### src/rtl/rv_muldiv_unit.sv
// rtl/rv_muldiv_unit.sv - iterative RV32M multiply/divide unit (radix-2, one bit per cycle)
//
// Ports:
//   clk     in   rising-edge clock
//   reset   in   synchronous, active-high
//   Start   in   launch an op; accepted only in IDLE or DONE
//   Funct3  in   M-extension funct3 (MUL/MULH/MULHSU/MULHU/DIV/DIVU/REM/REMU)
//   SrcA    in   rs1 (multiplicand / dividend)
//   SrcB    in   rs2 (multiplier / divisor)
//   Flush   in   abort an in-flight op without a Done pulse
//   Busy    out  high in CALC and FIX; the hazard unit stalls EX on it
//   Done    out  one-cycle pulse; Result valid in that cycle
//   Result  out  selected product half / quotient / remainder, held until next Done
module rv_muldiv_unit #(
    parameter int DATA_WIDTH = 32
) (
    input  logic                  clk,
    input  logic                  reset,
    input  logic                  Start,
    input  logic [2:0]            Funct3,
    input  logic [DATA_WIDTH-1:0] SrcA,
    input  logic [DATA_WIDTH-1:0] SrcB,
    input  logic                  Flush,
    output logic                  Busy,
    output logic                  Done,
    output logic [DATA_WIDTH-1:0] Result
);
    localparam int W  = DATA_WIDTH;
    localparam int CW = $clog2(DATA_WIDTH) + 1;

    typedef enum logic [1:0] {S_IDLE, S_CALC, S_FIX, S_DONE} state_t;

    state_t state, state_n;

    logic [2:0]    op_q;
    logic [W-1:0]  opnd_q;      // multiplicand magnitude (mul) or divisor magnitude (div)
    logic [W-1:0]  hi_q;        // product high half (mul) or partial remainder (div)
    logic [W-1:0]  lo_q;        // multiplier shifting out (mul) or dividend out / quotient in (div)
    logic          neg_q;       // product / quotient sign
    logic          rneg_q;      // remainder sign follows the dividend
    logic [CW-1:0] count;

    // Operand decode at the Start edge
    logic         is_div, a_signed, b_signed, a_neg, b_neg;
    logic [W-1:0] a_mag, b_mag;
    logic         div_zero, div_ovf, special, accept;
    logic [W-1:0] special_res;

    always_comb begin
        is_div   = Funct3[2];
        a_signed = (Funct3 == 3'b001) || (Funct3 == 3'b010) ||
                   (Funct3 == 3'b100) || (Funct3 == 3'b110);
        b_signed = (Funct3 == 3'b001) || (Funct3 == 3'b100) || (Funct3 == 3'b110);
        a_neg    = a_signed && SrcA[W-1];
        b_neg    = b_signed && SrcB[W-1];
        a_mag    = a_neg ? -SrcA : SrcA;
        b_mag    = b_neg ? -SrcB : SrcB;
        div_zero = is_div && (SrcB == '0);
        div_ovf  = ((Funct3 == 3'b100) || (Funct3 == 3'b110)) &&
                   (SrcA == {1'b1, {(W-1){1'b0}}}) && (SrcB == '1);
        special  = div_zero || div_ovf;
        // REM/REMU (Funct3[1]) return the dividend on /0 and zero on overflow;
        // DIV/DIVU return all ones on /0 and the dividend (most-negative) on overflow.
        if (div_zero)
            special_res = Funct3[1] ? SrcA : '1;
        else
            special_res = Funct3[1] ? '0 : SrcA;
        accept = Start && !Flush && ((state == S_IDLE) || (state == S_DONE));
    end

    // One iteration of each engine
    logic [W:0]   mul_sum, div_pr, div_diff;
    logic         div_ge;
    logic [W-1:0] step_hi, step_lo;

    always_comb begin
        mul_sum  = {1'b0, hi_q} + (lo_q[0] ? {1'b0, opnd_q} : '0);
        div_pr   = {hi_q, lo_q[W-1]};
        div_diff = div_pr - {1'b0, opnd_q};
        div_ge   = (div_pr >= {1'b0, opnd_q});
        if (op_q[2]) begin
            step_hi = div_ge ? div_diff[W-1:0] : div_pr[W-1:0];
            step_lo = {lo_q[W-2:0], div_ge};
        end else begin
            step_hi = mul_sum[W:1];
            step_lo = {mul_sum[0], lo_q[W-1:1]};
        end
    end

    // Sign fix-up on the finished magnitudes
    logic [2*W-1:0] prod_s;
    logic [W-1:0]   quot_s, rem_s, fix_res;

    always_comb begin
        prod_s = neg_q ? -{hi_q, lo_q} : {hi_q, lo_q};
        quot_s = neg_q ? -lo_q : lo_q;
        rem_s  = rneg_q ? -hi_q : hi_q;
        if (op_q[2])
            fix_res = op_q[1] ? rem_s : quot_s;
        else
            fix_res = (op_q[1:0] == 2'b00) ? prod_s[W-1:0] : prod_s[2*W-1:W];
    end

    always_ff @(posedge clk) begin
        if (reset)
            state <= S_IDLE;
        else
            state <= state_n;
    end

    always_comb begin
        state_n = state;
        Busy    = 1'b0;
        Done    = 1'b0;
        case (state)
            S_IDLE: begin
                if (accept)
                    state_n = special ? S_DONE : S_CALC;
            end
            S_CALC: begin
                Busy = 1'b1;
                if (Flush)
                    state_n = S_IDLE;
                else if (count == CW'(W - 1))
                    state_n = S_FIX;
            end
            S_FIX: begin
                Busy    = 1'b1;
                state_n = Flush ? S_IDLE : S_DONE;
            end
            S_DONE: begin
                Done    = 1'b1;
                state_n = accept ? (special ? S_DONE : S_CALC) : S_IDLE;
            end
            default: state_n = S_IDLE;
        endcase
    end

    always_ff @(posedge clk) begin
        if (reset) begin
            op_q   <= '0;
            opnd_q <= '0;
            hi_q   <= '0;
            lo_q   <= '0;
            neg_q  <= 1'b0;
            rneg_q <= 1'b0;
            count  <= '0;
            Result <= '0;
        end else if (accept) begin
            op_q   <= Funct3;
            opnd_q <= is_div ? b_mag : a_mag;
            hi_q   <= '0;
            lo_q   <= is_div ? a_mag : b_mag;
            neg_q  <= a_neg ^ b_neg;
            rneg_q <= a_neg;
            count  <= '0;
            if (special)
                Result <= special_res;
        end else if ((state == S_CALC) && !Flush) begin
            hi_q  <= step_hi;
            lo_q  <= step_lo;
            count <= count + CW'(1);
        end else if ((state == S_FIX) && !Flush) begin
            Result <= fix_res;
        end
    end
endmodule

### config.mk
export PLATFORM = sky130hd
export DESIGN_NAME = rv_muldiv_unit
export DESIGN_NICKNAME = d
export VERILOG_FILES = /design/src/rtl/rv_muldiv_unit.sv
export SDC_FILE = /design/constraint.sdc
export NUM_CORES = 1
export LEC_CHECK = 0
export BUFFER_PORTS_ARGS = -buffer_cell sky130_fd_sc_hd__buf_2
export CAP_MARGIN = 20
export CORE_ASPECT_RATIO = 1.2
export CORE_MARGIN = 1
export CORE_UTILIZATION = 63
export DETAILED_ROUTE_END_ITERATION = 12
export PLACE_DENSITY = 0.8
export SLEW_MARGIN = 20
export SYNTH_ARGS = -nofsm -noshare
export SYNTH_HDL_FRONTEND = slang
export SYNTH_SLANG_ARGS = --single-unit
### constraint.sdc
create_clock -name clk -period 4.2 [get_ports clk]
set_clock_uncertainty 0.15 [all_clocks]
set_input_delay 0 -clock clk [delete_from_list [all_inputs] [get_ports clk]]
set_output_delay 0 -clock clk [all_outputs]
set_load 0.05 [all_outputs]
### Yosys cells after proc, flatten, opt, wreduce, memory -nomap -nowiden

Index checks and enable logic that the tools add are counted.

* bits in registers: 141
* output and inout port bits: 34
* logic and storage cells: 92

* $add $sub $neg: 8
* $lt $le $gt $ge: 1
* eq/ne operators: 14
* mux-type cells: 32
* bitwise logic cells: 1
* reduce and logical (&&, ||, !) cells: 27

Operators by type and width (count)
* 32-bit 2-to-1 mux: 22
* 32-bit negation: 4
* 32-bit equality test, second input constant: 2
* 64-bit 2-to-1 mux: 1
* 64-bit negation: 1
* 32-bit by 32-bit adder with 33-bit output: 1
* 33-bit by 32-bit greater-or-equal comparator with 1-bit output: 1
* 32-bit zero test: 1
* 32-bit subtractor: 1
* 2-bit 2-to-1 mux: 6
* 1-bit logical AND: 9
* 1-bit logical OR: 8
* 2-bit case mux with 4 select lines: 1
* 6-bit by 1-bit adder with 6-bit output, second input constant: 1
* 3-bit equality test, second input constant: 2
* 6-bit by 5-bit equality test with 1-bit output, second input constant: 1
* 2-bit inequality test, second input constant: 3
* 2-bit equality test, second input constant: 2
* 2-bit zero test: 2
* 2-bit nonzero test: 2
* 2-bit OR reduction: 2
* 3-bit by 1-bit equality test with 1-bit output, second input constant: 1
* 3-bit by 2-bit equality test with 1-bit output, second input constant: 1
* 3-bit inequality test, second input constant: 1
* other kinds (6): 7

### Depth between registers and ports, before layout

* depth after elaboration: 8
* mapped depth: 15

### Worst setup path before layout

Ideal clock, no wire load.

* path kind: register to register
* start: register lo_q[0]
* end: register hi_q[30]
* arrival: 3171 ps
* required time: 3933 ps
* path slack: 762 ps
* stages on the path, launching flop included: 15
* buffers on the path: 1
* period minus slack after synthesis: 3438 ps
* cell sequence: dfxtp_1 > inv_1 > clkbuf_1 > nor2_1 > ha_1 > o211ai_1 > o211ai_1 > a41oi_1 > o31a_1 > or4_1 > nand2_1 > o21a_1 > xnor2_1 > o21ai_0 > a32o_1

* longest elaborated chain between the ends: 3

RTL lines
* from (decl): line 38 `logic [W-1:0] lo_q;`
* from (signal assigned): line 153 `lo_q <= is_div ? a_mag : b_mag;`
* from (signal assigned): line 161 `lo_q <= step_lo;`
* 32-bit 2-to-1 mux: line 77 `mul_sum = {1'b0, hi_q} + (lo_q[0] ? {1'b0, opnd_q} : '0);`
* 32-bit by 32-bit adder with 33-bit output: line 77
* 32-bit 2-to-1 mux: line 81 `if (op_q[2]) begin`
* to (signal assigned): line 160 `hi_q <= step_hi;`
* to (decl): line 37 `logic [W-1:0] hi_q;`

Every way passes these cells.
A chain may end at the register's enable or synchronous reset.

### Final worst setup path

* start: input SrcB[2]
* end: register opnd_q[31]

* longest elaborated chain between the ends: 3

RTL lines
* from (decl): line 22 `input logic [DATA_WIDTH-1:0] SrcB,`
* 32-bit negation: line 57 `b_mag = b_neg ? -SrcB : SrcB;`
* 32-bit 2-to-1 mux: line 57
* 32-bit 2-to-1 mux: line 151 `opnd_q <= is_div ? b_mag : a_mag;`
* to (signal assigned): line 151
* to (decl): line 36 `logic [W-1:0] opnd_q;`

Every way passes these cells.

==> results.md <==
* Total gr overflow at 0
* VDD IR-drop max at 0.242 mV
* Pwr Total at 6.52 mW
* Clk slew on worst S/H paths at 70 ps
* Max-slew headroom at 0.315
* Routed len/inst at 23.7 um
* Vias per cell at 6.82
* Starting Density at 0.643
* Total global-route track usage at 0.491
* Cell area after layout at 17000 um2
* Final hold slack at 11.3 ps
* Max-Cap Viols at 0
* Cell variety after synth at 81
* Via count at 17076
* Largest net degree at the start of global routing at 57
* Layout cells sized above 1 at 0.123
* Insertion delay to the later sink of the worst-skew pair at 450 ps
* Top FF cell, synth: dfxtp_1
* Num CTS Buffers at 17
* Status: completed
* Leakage at 6.81 nW
* Fillers at 1938
* Most common cell after layout, fill and taps aside: nor2_1
* Commonest non-fill, non-tap cells in the layout: nor2_1, nand2_1, a21oi_1, dfxtp_1, o21ai_0
* Clock Tree Buf Depth at 2
* Finish-stage setup viols at 0
* DP Area at 15800 um2
* Setup TNS at 0 ps
* Crit-path max FO at 6
* #FFs+latches synth at 141
* Sequential share of the synthesized area at 0.189
* Drt total wl at 59300 um
* Startpoint of the worst hold path: SrcB[6]
* Worst-Margin Slew at 1030 ps
* CP arrival at 4240 ps
* Crit path kind: in -> reg
* FF-to-FF path depth at 14
* Critical Path Sink Type: flop
* Slew Viols, Final at 0
* Net count after synthesis at 2226
* CTS tree: built
* Critical Path Start: SrcB[2]
* Unrepaired setup endpoints after global routing: false
* Hold crit path type: in -> reg
* Synth Instances at 2078
* Core outline area at 23200 um2
* Highest clock rate at 251 MHz
* Ant diodes at 0
* Int Power at 3.63 mW
* Die area at 24300 um2
* PortBufs at 104
* Final ANT Viol Nets at 0
* DR pass1 iterations at 8
* CTS Sinks at 141
* DIE WIDTH at 143 um
* Residual DRC count at 0
* Synth Cell Area at 14900 um2
* Fin util at 0.732
* Root Buffer: clkbuf_16
* P&R area growth vs syn at 13.8%
* Power Density at 384 nW/um2
* Initial DRC Count at 1934
* Worst Setup Start Kind: input pin
* DP HPWL at 44600 um
* Flop-to-flop setup slack at 290 ps
* NetSw at 2.90 mW
* Reg2reg start: lo_q[0]
* Worst R2R End: hi_q[30]
* Flop pwr share at 0.244
* Synthesized area per cell at 7.18 um2
* Gpl congestion at 1.08
* # IOs at 105
* Die Y at 171 um
* Vias in the first global route at 16030
* CP required at 4450 ps
* YS warnings at 0
* Row count at 61
* Setup crit end: opnd_q[31]
* First-pass GRT wire length at 89800 um
* Number of synthesized flops with an enable pin at 0
* Sw frac at 0.444
* Final Hold Violating Endpoints at 0
* Antenna violations before repair at 2
* Number of nets in the layout at 2324
* Area share of the largest cell type after synthesis at 0.189
* H-tree depth at 4
* Clk network pwr share at 0.250
* Comb power frac at 0.506
* Cell taking the most area after synthesis: dfxtp_1
* Asr flop ratio synth at 0
* Post-layout minimum cycle time at 3990 ps
* Final Cycle Share at 0.950
* Area contributors post-synth: dfxtp_1, ha_1, a21oi_1, xor2_1, xnor2_1
-- worst min-delay path by stage --
stage	cells after the start	endpoint
floorplan	2	op_q[1]
global placement	3	op_q[0]
detailed placement	3	op_q[0]
CTS	5	lo_q[6]
global route	4	lo_q[24]
finish	5	lo_q[6]
-- stage by stage --
| stage | worst slack, ps | instances |
|---|---|---|
| after floorplan | 762 | 2078 |
| after global placement | 407 | 2412 |
| after detailed placement | 247 | 2412 |
| after CTS | 222 | 2498 |
| after global routing | 54.9 | 2504 |
| final | 209 | 2504 |
-- cells in the mapped netlist (11+ instances only) --
library cell / n
or3_1: 19
mux2i_1: 58
clkbuf_1: 111
dfxtp_1: 141
maj3_1: 27
o21a_1: 13
o41ai_1: 12
o211ai_1: 61
o31ai_1: 25
nand4_1: 25
o21ai_0: 137
nand2_1: 217
a311oi_1: 17
inv_1: 64
ha_1: 75
a21o_1: 43
nor4_1: 21
buf_2: 15
nor3_1: 34
o22ai_1: 16
xnor2_1: 97
a211oi_1: 51
nand2b_1: 14
or4_1: 11
buf_1: 23
a31oi_1: 14
a21oi_1: 184
nor2_1: 222
nor2b_1: 13
or2_2: 15
xor2_1: 101
nand3_1: 31
a221oi_1: 17
-- layout make-up --
class | count | area [um2] | share of cell area
clock buffers | 18 | 439 | 0.0259
repair buffers | 239 | 1690 | 0.0997
flip-flops and latches | 141 | 2830 | 0.166
multi-input cells | 1711 | 11200 | 0.660
well taps | 315 | 394 | 0.0232
inverters | 66 | 248 | 0.0146
clock inverters | 14 | 175 | 0.0103
-- logic make-up (layout without fill, tap and decap cells) --
family	Yosys count	after routing	synth area share
DFF	141	141	0.189
muxes	65	65	0.0442
buffers and inverters	226	337	0.0622
adders and majority gates	104	104	0.0837
xor gates and xnor gates	198	198	0.116
AOI/OAI and AO/OA	676	676	0.295
and+or+nand+nor	668	668	0.210
-- worst max-delay path, stage by stage --
cell and delay [ps]:
dlygate4sd3_1 540, buf_2 160, or4_1 640, nor4_1 560, and3_1 330, and2_1 190, a21oi_1 80, nor2b_1 200
dlygate4sd3_1 580, nand2_1 60, a311oi_1 300, dlygate4sd3_1 590
-- flip-flops by register name, summed over array words and instances (netlist names) --
signal and count:
state 2, neg_q 1, hi_q 32, Result 32
lo_q 32, rneg_q 1, count 6, op_q 3
opnd_q 32
-- power by group through the flow --
stage / clock, mW / sequential, mW / combinational (mW)
global placement: 0 / 1.60 / 2.97
floorplan: 0 / 1.54 / 2.15
detailed placement: 0 / 1.61 / 3.01
CTS: 1.61 / 1.58 / 3.08
global route: 1.67 / 1.60 / 3.49
finish: 1.63 / 1.59 / 3.30
-- layer usage --
metal | share of wire | wire [um] | GRT usage | vias up
met5 | 0.00037 | 22 | 0 | -
met4 | 0.10 | 5990 | 0.449 | 4
met3 | 0.11 | 6350 | 0.119 | 354
met2 | 0.44 | 26200 | 0.776 | 1215
met1 | 0.35 | 20800 | 0.544 | 7750
li1 | - | - | - | 7753
-- timing repair --
| action | 4_1_cts | 5_1_grt |
|---|---|---|
| hold endpoints to repair | 45 | 0 |
| hold buffers | 54 | 0 |
| buffers inserted | 0 | 6 |
| resized for setup | 0 | 1 |
| endpoints found under the setup margin | 0 | 4 |
Note: power is estimated with default switching activity, not from simulation.
